**config.mk**
```make
export PLATFORM = sky130hd
export DESIGN_NAME = memory_access_flat
export DESIGN_NICKNAME = d
export VERILOG_FILES = /design/src/rtl/memory_access_pkg.sv /design/src/rtl/memory_access_if.sv /design/src/rtl/memory_access_load_store_align.sv /design/src/rtl/memory_access.sv /design/src/flat_wrapper.sv
export SDC_FILE = /design/constraint.sdc
export NUM_CORES = 1
export LEC_CHECK = 0
export CORE_MARGIN = 5
export CORE_UTILIZATION = 30
export CTS_CLUSTER_DIAMETER = 120
export DETAILED_ROUTE_END_ITERATION = 8
export GPL_TIMING_DRIVEN = 1
export HOLD_SLACK_MARGIN = 0.08
export SYNTH_ARGS = -nofsm -noshare
export SYNTH_HDL_FRONTEND = slang
export SYNTH_SLANG_ARGS = --single-unit
```
**constraint.sdc**
```tcl
create_clock -name clk -period 2.15 [get_ports clk]
set_input_delay 0.43 -clock clk [delete_from_list [all_inputs] [get_ports clk]]
set_output_delay 0.43 -clock clk [all_outputs]
set_load 0.02 [all_outputs]
```
**src/rtl/memory_access_pkg.sv**
```systemverilog
// memory_access_pkg
// Shared definitions for the RV32I memory-access stage:
//   - funct3 codes for loads and stores
//   - the architectural zero register address
//   - FSM state encoding and access-size decoding
package memory_access_pkg;

    localparam logic [2:0] F3_LB  = 3'b000;
    localparam logic [2:0] F3_LH  = 3'b001;
    localparam logic [2:0] F3_LW  = 3'b010;
    localparam logic [2:0] F3_LBU = 3'b100;
    localparam logic [2:0] F3_LHU = 3'b101;
    localparam logic [2:0] F3_SB  = 3'b000;
    localparam logic [2:0] F3_SH  = 3'b001;
    localparam logic [2:0] F3_SW  = 3'b010;

    localparam logic [4:0] ZERO_REG_ADDR = 5'd0;

    typedef enum logic {
        STATE_IDLE = 1'b0,
        STATE_BUSY = 1'b1
    } mem_state_e;

    typedef enum logic [1:0] {
        SIZE_BYTE = 2'd0,
        SIZE_HALF = 2'd1,
        SIZE_WORD = 2'd2
    } access_size_e;

    // funct3[1:0] carries the width; any code that is not a byte or
    // halfword (including undefined ones) is handled as a full word.
    function automatic access_size_e decode_size(input logic [2:0] f3);
        case (f3[1:0])
            2'b00:   decode_size = SIZE_BYTE;
            2'b01:   decode_size = SIZE_HALF;
            default: decode_size = SIZE_WORD;
        endcase
    endfunction

endpackage

```
**src/rtl/memory_access_if.sv**
```systemverilog
// memory_access_if
// Data-memory bus between the memory-access stage (master) and memory (slave).
//   dmem_req    master -> slave  request valid, held until ack
//   dmem_we     master -> slave  1 = write
//   dmem_addr   master -> slave  word-aligned address
//   dmem_wdata  master -> slave  lane-replicated write data
//   dmem_wstrb  master -> slave  byte enables, 0 on reads
//   dmem_ack    slave -> master  transaction complete, rdata valid
//   dmem_rdata  slave -> master  read word
interface memory_access_if #(
    parameter int ADDR_W = 32
);
    logic              dmem_req;
    logic              dmem_we;
    logic [ADDR_W-1:0] dmem_addr;
    logic [31:0]       dmem_wdata;
    logic [3:0]        dmem_wstrb;
    logic              dmem_ack;
    logic [31:0]       dmem_rdata;

    modport master (
        output dmem_req, dmem_we, dmem_addr, dmem_wdata, dmem_wstrb,
        input  dmem_ack, dmem_rdata
    );

    modport slave (
        input  dmem_req, dmem_we, dmem_addr, dmem_wdata, dmem_wstrb,
        output dmem_ack, dmem_rdata
    );
endinterface

```
**src/rtl/memory_access_load_store_align.sv**
```systemverilog
// load_store_align
// Purely combinational lane steering for loads and stores.
//   funct3      in   load/store width and sign code
//   addr_lo     in   byte offset within the word
//   store_data  in   rs2 value to be stored
//   read_data   in   word returned by memory
//   wstrb       out  byte enables for a store
//   wdata       out  store data replicated across lanes
//   load_data   out  selected and extended load value
//   misaligned  out  access does not respect its natural alignment
module load_store_align
    import memory_access_pkg::*;
(
    input  logic [2:0]  funct3,
    input  logic [1:0]  addr_lo,
    input  logic [31:0] store_data,
    input  logic [31:0] read_data,
    output logic [3:0]  wstrb,
    output logic [31:0] wdata,
    output logic [31:0] load_data,
    output logic        misaligned
);

    access_size_e size;
    logic [7:0]   rd_byte;
    logic [15:0]  rd_half;

    always_comb begin
        size = decode_size(funct3);

        case (addr_lo)
            2'd0:    rd_byte = read_data[7:0];
            2'd1:    rd_byte = read_data[15:8];
            2'd2:    rd_byte = read_data[23:16];
            default: rd_byte = read_data[31:24];
        endcase
        rd_half = addr_lo[1] ? read_data[31:16] : read_data[15:0];

        wstrb      = 4'b1111;
        wdata      = store_data;
        load_data  = read_data;
        misaligned = 1'b0;

        // funct3[2] set means the unsigned variant (LBU/LHU).
        case (size)
            SIZE_BYTE: begin
                wstrb      = 4'b0001 << addr_lo;
                wdata      = {4{store_data[7:0]}};
                load_data  = funct3[2] ? {24'h0, rd_byte}
                                       : {{24{rd_byte[7]}}, rd_byte};
            end
            SIZE_HALF: begin
                wstrb      = addr_lo[1] ? 4'b1100 : 4'b0011;
                wdata      = {2{store_data[15:0]}};
                load_data  = funct3[2] ? {16'h0, rd_half}
                                       : {{16{rd_half[15]}}, rd_half};
                misaligned = addr_lo[0];
            end
            default: begin
                misaligned = |addr_lo;
            end
        endcase
    end

endmodule

```
**src/rtl/memory_access.sv**
```systemverilog
// memory_access
// Stage 4 of the RV32I pipeline: issues loads/stores on the data bus,
// formats load data and registers the result into stage 5.
//   clk, rst_n            clock and synchronous active-low reset
//   mem_en .. flush       stage-4 instruction from the ALU stage
//   mem_stall             holds stages 1-3 while a transaction is pending
//   dmem                  data-memory bus (master side)
//   mem_rd, mem_rd_w_en,
//   writeback_rd_data,
//   writeback_en          stage-5 registers for forwarding and the regfile
//   load_misaligned,
//   store_misaligned      one-cycle exception pulses alongside writeback_en
module memory_access
    import memory_access_pkg::*;
#(
    parameter int ADDR_W = 32
) (
    input  logic                   clk,
    input  logic                   rst_n,
    input  logic                   mem_en,
    input  logic [4:0]             alu_rd,
    input  logic                   alu_rd_w_en,
    input  logic [31:0]            alu_rd_data,
    input  logic [31:0]            rs2_data,
    input  logic [2:0]             funct3,
    input  logic                   is_load,
    input  logic                   is_store,
    input  logic                   flush,
    output logic                   mem_stall,
    memory_access_if.master        dmem,
    output logic [4:0]             mem_rd,
    output logic                   mem_rd_w_en,
    output logic [31:0]            writeback_rd_data,
    output logic                   writeback_en,
    output logic                   load_misaligned,
    output logic                   store_misaligned
);

    mem_state_e        state;
    logic              req_q;
    logic              we_q;
    logic [ADDR_W-1:0] addr_q;
    logic [31:0]       wdata_q;
    logic [3:0]        wstrb_q;
    logic [4:0]        rd_q;
    logic              rd_w_en_q;
    logic [2:0]        funct3_q;
    logic [1:0]        offset_q;
    logic              load_q;
    logic              flushed_q;

    logic [2:0]        align_funct3;
    logic [1:0]        align_offset;
    logic [3:0]        align_wstrb;
    logic [31:0]       align_wdata;
    logic [31:0]       align_load_data;
    logic              align_misaligned;

    logic              mem_op;
    logic              store_op;
    logic              issue;

    // While BUSY the live inputs still show the held instruction, but the
    // captured copy is used so load formatting never depends on upstream.
    assign align_funct3 = (state == STATE_BUSY) ? funct3_q : funct3;
    assign align_offset = (state == STATE_BUSY) ? offset_q : alu_rd_data[1:0];

    load_store_align u_align (
        .funct3     (align_funct3),
        .addr_lo    (align_offset),
        .store_data (rs2_data),
        .read_data  (dmem.dmem_rdata),
        .wstrb      (align_wstrb),
        .wdata      (align_wdata),
        .load_data  (align_load_data),
        .misaligned (align_misaligned)
    );

    // A load takes priority if both decode flags are ever set together.
    assign mem_op   = is_load | is_store;
    assign store_op = is_store & ~is_load;
    assign issue    = mem_en & ~flush & mem_op & ~align_misaligned;

    // Stall is released in the ack cycle so the next instruction can be
    // presented exactly when the FSM returns to IDLE.
    assign mem_stall = (state == STATE_IDLE) ? issue : ~dmem.dmem_ack;

    assign dmem.dmem_req   = req_q;
    assign dmem.dmem_we    = we_q;
    assign dmem.dmem_addr  = addr_q;
    assign dmem.dmem_wdata = wdata_q;
    assign dmem.dmem_wstrb = wstrb_q;

    always_ff @(posedge clk) begin
        if (!rst_n) begin
            state             <= STATE_IDLE;
            req_q             <= 1'b0;
            we_q              <= 1'b0;
            addr_q            <= '0;
            wdata_q           <= 32'h0;
            wstrb_q           <= 4'h0;
            rd_q              <= 5'd0;
            rd_w_en_q         <= 1'b0;
            funct3_q          <= 3'd0;
            offset_q          <= 2'd0;
            load_q            <= 1'b0;
            flushed_q         <= 1'b0;
            mem_rd            <= 5'd0;
            mem_rd_w_en       <= 1'b0;
            writeback_rd_data <= 32'h0;
            writeback_en      <= 1'b0;
            load_misaligned   <= 1'b0;
            store_misaligned  <= 1'b0;
        end else begin
            // Stage-5 valid and exception flags are pulses; they are only
            // raised in the cycle after a completion.
            writeback_en     <= 1'b0;
            mem_rd_w_en      <= 1'b0;
            load_misaligned  <= 1'b0;
            store_misaligned <= 1'b0;

            case (state)
                STATE_IDLE: begin
                    if (mem_en && !flush) begin
                        if (!mem_op) begin
                            writeback_en      <= 1'b1;
                            mem_rd            <= alu_rd;
                            writeback_rd_data <= alu_rd_data;
                            mem_rd_w_en       <= alu_rd_w_en && (alu_rd != ZERO_REG_ADDR);
                        end else if (align_misaligned) begin
                            writeback_en      <= 1'b1;
                            mem_rd            <= alu_rd;
                            writeback_rd_data <= alu_rd_data;
                            load_misaligned   <= is_load;
                            store_misaligned  <= store_op;
                        end else begin
                            state     <= STATE_BUSY;
                            req_q     <= 1'b1;
                            we_q      <= store_op;
                            addr_q    <= {alu_rd_data[ADDR_W-1:2], 2'b00};
                            wdata_q   <= align_wdata;
                            wstrb_q   <= store_op ? align_wstrb : 4'h0;
                            rd_q      <= alu_rd;
                            rd_w_en_q <= alu_rd_w_en && !store_op
                                         && (alu_rd != ZERO_REG_ADDR);
                            funct3_q  <= funct3;
                            offset_q  <= alu_rd_data[1:0];
                            load_q    <= !store_op;
                            flushed_q <= 1'b0;
                        end
                    end
                end

                STATE_BUSY: begin
                    // A flush never aborts the bus transaction; it only
                    // suppresses the write-back once the ack arrives.
                    if (dmem.dmem_ack) begin
                        state   <= STATE_IDLE;
                        req_q   <= 1'b0;
                        we_q    <= 1'b0;
                        wstrb_q <= 4'h0;
                        if (!flushed_q && !flush) begin
                            writeback_en      <= 1'b1;
                            mem_rd            <= rd_q;
                            mem_rd_w_en       <= rd_w_en_q;
                            writeback_rd_data <= load_q ? align_load_data : 32'h0;
                        end
                    end else if (flush) begin
                        flushed_q <= 1'b1;
                    end
                end

                default: begin
                    state <= STATE_IDLE;
                    req_q <= 1'b0;
                end
            endcase
        end
    end

endmodule
```
**src/flat_wrapper.sv**
```systemverilog
// flat-port wrapper written by rule: the top's interface ports become plain ports
module memory_access_flat import memory_access_pkg::*;
#(
    parameter int ADDR_W = 32
)
  (clk, rst_n, mem_en, alu_rd, alu_rd_w_en, alu_rd_data, rs2_data, funct3, is_load, is_store, flush, mem_stall, mem_rd, mem_rd_w_en, writeback_rd_data, writeback_en, load_misaligned, store_misaligned, dmem_dmem_req, dmem_dmem_we, dmem_dmem_addr, dmem_dmem_wdata, dmem_dmem_wstrb, dmem_dmem_ack, dmem_dmem_rdata);
  memory_access_if #(.ADDR_W(ADDR_W)) dmem_i ();
  input  logic clk;
  input  logic rst_n;
  input  logic mem_en;
  input  logic [4:0] alu_rd;
  input  logic alu_rd_w_en;
  input  logic [31:0] alu_rd_data;
  input  logic [31:0] rs2_data;
  input  logic [2:0] funct3;
  input  logic is_load;
  input  logic is_store;
  input  logic flush;
  output logic mem_stall;
  output logic [4:0] mem_rd;
  output logic mem_rd_w_en;
  output logic [31:0] writeback_rd_data;
  output logic writeback_en;
  output logic load_misaligned;
  output logic store_misaligned;
  output wire logic [$bits(dmem_i.dmem_req)-1:0] dmem_dmem_req;
  output wire logic [$bits(dmem_i.dmem_we)-1:0] dmem_dmem_we;
  output wire logic [$bits(dmem_i.dmem_addr)-1:0] dmem_dmem_addr;
  output wire logic [$bits(dmem_i.dmem_wdata)-1:0] dmem_dmem_wdata;
  output wire logic [$bits(dmem_i.dmem_wstrb)-1:0] dmem_dmem_wstrb;
  input wire logic [$bits(dmem_i.dmem_ack)-1:0] dmem_dmem_ack;
  input wire logic [$bits(dmem_i.dmem_rdata)-1:0] dmem_dmem_rdata;
  assign dmem_dmem_req = dmem_i.dmem_req;
  assign dmem_dmem_we = dmem_i.dmem_we;
  assign dmem_dmem_addr = dmem_i.dmem_addr;
  assign dmem_dmem_wdata = dmem_i.dmem_wdata;
  assign dmem_dmem_wstrb = dmem_i.dmem_wstrb;
  assign dmem_i.dmem_ack = dmem_dmem_ack;
  assign dmem_i.dmem_rdata = dmem_dmem_rdata;
  memory_access #(.ADDR_W(ADDR_W)) u_core (.clk(clk), .rst_n(rst_n), .mem_en(mem_en), .alu_rd(alu_rd), .alu_rd_w_en(alu_rd_w_en), .alu_rd_data(alu_rd_data), .rs2_data(rs2_data), .funct3(funct3), .is_load(is_load), .is_store(is_store), .flush(flush), .mem_stall(mem_stall), .dmem(dmem_i), .mem_rd(mem_rd), .mem_rd_w_en(mem_rd_w_en), .writeback_rd_data(writeback_rd_data), .writeback_en(writeback_en), .load_misaligned(load_misaligned), .store_misaligned(store_misaligned));
endmodule
```
==> results.cfg, run 1 <==
[cells_and_area]
layout.nets = 1116
layout_common_cells = 217 x clkdlybuf4s50_1, 152 x nand2_1, 122 x dfxtp_1
drive_gt1_share_pct = 16.7
final_util_pct = 50.4
area_delta_synth_final_pct = 66.2
layout.cells.non_filler = 1280
final_common_cell = clkdlybuf4s50_1

[detailed_routing]
drt_first_iter_violations = 384
postRouteAntennaNets = 0
viasPerCell = 5.02
wirelength_mm = 23.2
drt-pass1-iter-count = 5
vias = 6424
wire_per_inst_um = 18.1
drcViolationCount = 0

[cts]
cts_tree = done
cts_root_buf = clkbuf_16
worstSkewPairLatency_ns = 0.41
cts.clk_slew.worst_paths_ns = 0.06
ctsHtreeMaxLevel = 4
cts_buffer_depth = 2
cts.sinks = 123
cts_made_buffers = 17

[timing]
rsz0062_at_grt = true
hold_viol_final = 0
setup-tns-final_ns = -0.0318
period_minus_slack_ns = 2.18
max_freq_mhz = 458
drv_slew = 0
fin_worst_skew_ns = 0.0112
setup_viol_count_final = 1
worst_slack_ns = -0.0318
hold-worst-slack_ns = 0.452
period_share_pct = 101

[power]
ir_worst_vdd_mv = 0.548
p_sw_mw = 1.78
clockPowerShare_pct = 43.2
intPower_mw = 5.02
comb_power_share_pct = 20.8
powerDensity_nw_per_um2 = 695
seq_power_share_pct = 36.0
finalPower_mw = 6.80
sw_frac_of_total_pct = 26.1
p_leak_nw = 3.59

[setup_path]
worstSetupStartpoint = u_core.state
required_ns = 1.72
crit_type = reg2out
arrival_ns = 1.75
cp_max_fo = 16
r2r-start = u_core.state
end_kind = primary output
worstSetupStartpointType = flop

[floorplanning]
row_count = 51
die_w_um = 150
core_sq_um = 19400
dieArea_sq_um = 22500
num_io_pins = 224
die_y_um = 150
start_util_pct = 30.3

[global_route]
grt_pass1_vias = 6176
grt_max_degree = 49
grt_usage_pct = 20.1
antenna_found_initial = 1
grt_first_pass_wirelength_mm = 35.3
overflow = 0

[yosys]
synth_edf_count = 0
ys_ff_latch = 123
dominantRegCellSynth = dfxtp_1
synth_seq_area_share_pct = 41.8
netlist_area_sq_um = 5890
synthDistinctLibCells = 51
async_flop_share_pct = 0
synthCells = 717
yosysWarningCount = 0
postSynthAreaPerCell_sq_um = 8.21

[place]
dp_cells = 1239
hpwl_mm = 17.3
routabilityCongestion = 0.873
port_buffers = 221

[status]
status = complete, but fails checks
violations = negative setup slack

[flow_run]
maxCapViolations = 0

[hold_path]
hold_path.class = reg2reg
hp-start = u_core.rd_q[0]
## flip-flops by register name, summed over array words and instances, names as in the netlist, 2 cells and up
signal                    flops
u_core.dmem.dmem_addr        30
u_core.rd_q                   5
u_core.mem_rd                 5
u_core.writeback_rd_data     32
u_core.offset_q               2
u_core.dmem.dmem_wstrb        4
u_core.funct3_q               3
u_core.dmem.dmem_wdata       32
## stage by stage
stage,setup slack [ns],area (sq um)
final,-0.0318,9780
after global routing,-0.0926,9780
after CTS,-0.0316,9670
after detailed placement,-0.709,8970
after global placement,-0.665,8970
after floorplan,0.0557,5890
## final timing paths
path / to / slack [ns] / cells after the start
worst max-delay path: mem_stall / -0.03 / 6
worst min-delay path: u_core.rd_q[0] / 0.45 / 2
worst max register to register: u_core.dmem.dmem_wdata[6] / 0.09 / 10
worst min register to register: u_core.rd_q[0] / 0.45 / 2
## cell type report
type / count / area, sq um
clock buffer: 22 / 484
sequential: 123 / 2470
inverter: 8 / 32.5
tap: 265 / 332
clock inverter: 7 / 115
timing repair buffer: 323 / 3140
multi-input combinational: 531 / 3210
fill: 1911 / 9610
antenna: 1 / 2.50
## logic make-up after synthesis
family,synth area share [%]
AO/OA/AOI/OAI,24.4
other,0.0637
multiplexers,7.46
flip-flops,41.8
AND/OR/NAND/NOR,21.0
buffers and inverters,5.29
## cell usage after synthesis (8+ instances only)
library cell | number | area [sq um]
a222oi_1 | 15 | 150
o2bb2ai_1 | 8 | 70.1
nor3_1 | 9 | 45.0
buf_2 | 18 | 90.1
a22oi_1 | 8 | 60.1
a211oi_1 | 46 | 345
nor2_1 | 62 | 233
clkbuf_1 | 29 | 109
nand2_1 | 152 | 571
a21oi_1 | 71 | 355
a311oi_2 | 9 | 135
dfxtp_1 | 123 | 2460
nor3b_1 | 10 | 75.1
o21ai_0 | 25 | 125
mux2i_1 | 39 | 390
nand3_1 | 18 | 90.1
## power groups by stage
stage	clock network [mW]	registers, mW	logic, mW
floorplan	0	2.61	0.516
detailed placement	0	2.49	1.37
finish	2.94	2.45	1.42
global route	3.12	2.46	1.51
global placement	0	2.49	1.37
CTS	3.01	2.45	1.40
## critical path, stage by stage (launching register included)
cell	delay (ns)
dfxtp_4	0.37
buf_12	0.15
nor3b_2	0.16
or2_4	0.25
o21ai_4	0.17
o21ai_2	0.10
buf_6	0.14
## routing by layer
layer | track usage, % | up-vias | part of all wire [%]
li1 | - | 3155 | -
met1 | 27.0 | 3053 | 44
met2 | 32.3 | 194 | 47
met3 | 4.91 | 22 | 6.9
met4 | 5.54 | 0 | 1.1
met5 | 0 | - | 0
## what timing repair did
item,CTS,global route
hold buffers,0,0
resized for setup,21,16
pin swaps,3,4
buffers inserted,4,6
gates cloned,0,1
endpoints found under the setup margin,69,68
Note: power is estimated with default switching activity, not from simulation.
==> run 2, diff against run 1 <==
--- a/config.mk
+++ b/config.mk
@@ -7,7 +7,8 @@
 export LEC_CHECK = 0
 export CORE_MARGIN = 5
 export CORE_UTILIZATION = 30
-export CTS_CLUSTER_DIAMETER = 120
+export CTS_CLUSTER_DIAMETER = 100
+export CTS_CLUSTER_SIZE = 30
 export DETAILED_ROUTE_END_ITERATION = 8
 export GPL_TIMING_DRIVEN = 1
 export HOLD_SLACK_MARGIN = 0.08
==> constraint.sdc (replaced) <==
create_clock -name clk -period 1.8 [get_ports clk]
set_input_delay 0.36 -clock clk [delete_from_list [all_inputs] [get_ports clk]]
set_output_delay 0.36 -clock clk [all_outputs]
set_load 0.02 [all_outputs]
==> run 2 against run 1 <==
Compared with the run above:
- the flow finishes with violations (design-rule violations, negative setup slack)
- final cell count rose by 3.4%
- worst hold slack got worse by 0.066 ns
- via count rose by 6.1%
- combinational power rose by 49%
- clock skew fell by 0.0056 ns
- setup slack got worse by 0.32 ns
- non-clock buffer count rose by 41
- power rose by 25%
- critical path type is now in2reg
- critical endpoint is now u_core.writeback_rd_data[30]
- largest power group unchanged
==> results.cfg, run 2 (synthesis results as in run 1) <==
[floorplanning]
die_w_um = 150
dieArea_sq_um = 22500
die_y_um = 150
num_io_pins = 224
core_sq_um = 19400
row_count = 51
start_util_pct = 30.3

[cts]
cts_root_buf = clkbuf_16
cts_made_buffers = 17
cts_tree = done
worstSkewPairLatency_ns = 0.42
cts_hold_buf = 0
cts.sinks = 123
cts_buffer_depth = 2
ctsHtreeMaxLevel = 4
cts.clk_slew.worst_paths_ns = 0.06

[setup_path]
end_kind = flop
required_ns = 2.11
crit_type = in2reg
worstSetupStartpointType = input port
arrival_ns = 2.46
cp_max_fo = 8

[global_route]
grt_use_met3_pct = 6.18
grt_max_degree = 34
grt_usage_pct = 21.9
overflow = 0
grt_use_met1_pct = 28.3
grt.busiest_layer = met2
grt_use_met2_pct = 35.5
grt_first_pass_wirelength_mm = 37.8
antenna_found_initial = 0
grt_pass1_vias = 6578

[timing]
hold_viol_final = 0
drv_slew = 0
period_share_pct = 120
rsz0062_at_grt = true
worst_slack_ns = -0.351
setup_viol_count_final = 119
setup-tns-final_ns = -22.87
max_freq_mhz = 465
hold-worst-slack_ns = 0.385
period_minus_slack_ns = 2.15
fin_worst_skew_ns = 0.00560

[cells_and_area]
area_delta_synth_final_pct = 91.5
final_util_pct = 58.1
antennaDiodeCount = 0
drive_gt1_share_pct = 32.0
layout.cells.non_filler = 1323
layout_common_cells = 211 x clkdlybuf4s50_1, 122 x dfxtp_1, 116 x nand2_1
layout.nets = 1157
final_cell_area_sq_um = 11300
final_common_cell = clkdlybuf4s50_1

[place]
routabilityCongestion = 0.861
port_buffers = 221
dp_cells = 1254
place_area_sq_um = 9230
hpwl_mm = 17.3
dpl_worst_slack_ns = -0.803

[power]
ir_worst_vdd_mv = 0.642
p_leak_nw = 4.33
finalPower_mw = 8.50
powerDensity_nw_per_um2 = 754

[status]
violations = design-rule violations, negative setup slack
status = complete, but fails checks

[detailed_routing]
drcViolationCount = 2
drt-pass1-iter-count = 9
vias = 6816
wirelength_mm = 26.1
drt_first_iter_violations = 568
postRouteAntennaNets = 0
wire_per_inst_um = 19.8
viasPerCell = 5.15

[hold_path]
hold_path.class = in2reg

[flow_run]
maxCapViolations = 0
run 2: cell type report:
class                      count  area, sq um
clock inverter                13          143
sequential                   123         2470
tap                          265          332
clock buffer                  19          453
timing repair buffer         364         3940
fill                        1711         8120
inverter                       8         32.5
multi-input combinational    531         3910
run 2: timing repair:
action	CTS	global route
buffers inserted	15	12
pin swaps	18	77
gates resized for setup	83	161
gates cloned	11	5
setup endpoints to repair	121	123
run 2: final timing paths:
kind         slack, ns                           end                 startpoint  cells past startpoint
max              -0.35  u_core.writeback_rd_data[30]             alu_rd_data[1]                     11
min               0.39            u_core.mem_rd_w_en                   is_store                      4
max reg2reg      -0.35  u_core.writeback_rd_data[30]               u_core.state                     10
min reg2reg       0.45     u_core.dmem.dmem_wdata[5]  u_core.dmem.dmem_wdata[5]                      2
run 2: critical path, cell delays in order:
cell,delay (ns)
clkdlybuf4s50_1,0.47
buf_6,0.18
mux2i_2,0.21
buf_4,0.18
mux2i_4,0.24
nor3_2,0.06
buf_4,0.14
nor4_4,0.21
buf_4,0.19
clkbuf_16,0.16
a211oi_1,0.07
run 2: report_power, final:
| group | total (mW) | internal, mW | leakage (nW) | switching (mW) |
|---|---|---|---|---|
| sequential | 2.93 | 2.85 | 1.00 | 0.0753 |
| combinational | 2.11 | 1.08 | 3.06 | 1.03 |
| clock | 3.47 | 2.12 | 0.278 | 1.35 |
| total | 8.50 | 6.05 | 4.33 | 2.46 |
run 2: per-layer routing:
layer	vias to the layer above	wire (um)
li1	3252	-
met1	3273	11000
met2	243	12600
met3	48	1890
met4	0	627
met5	-	0
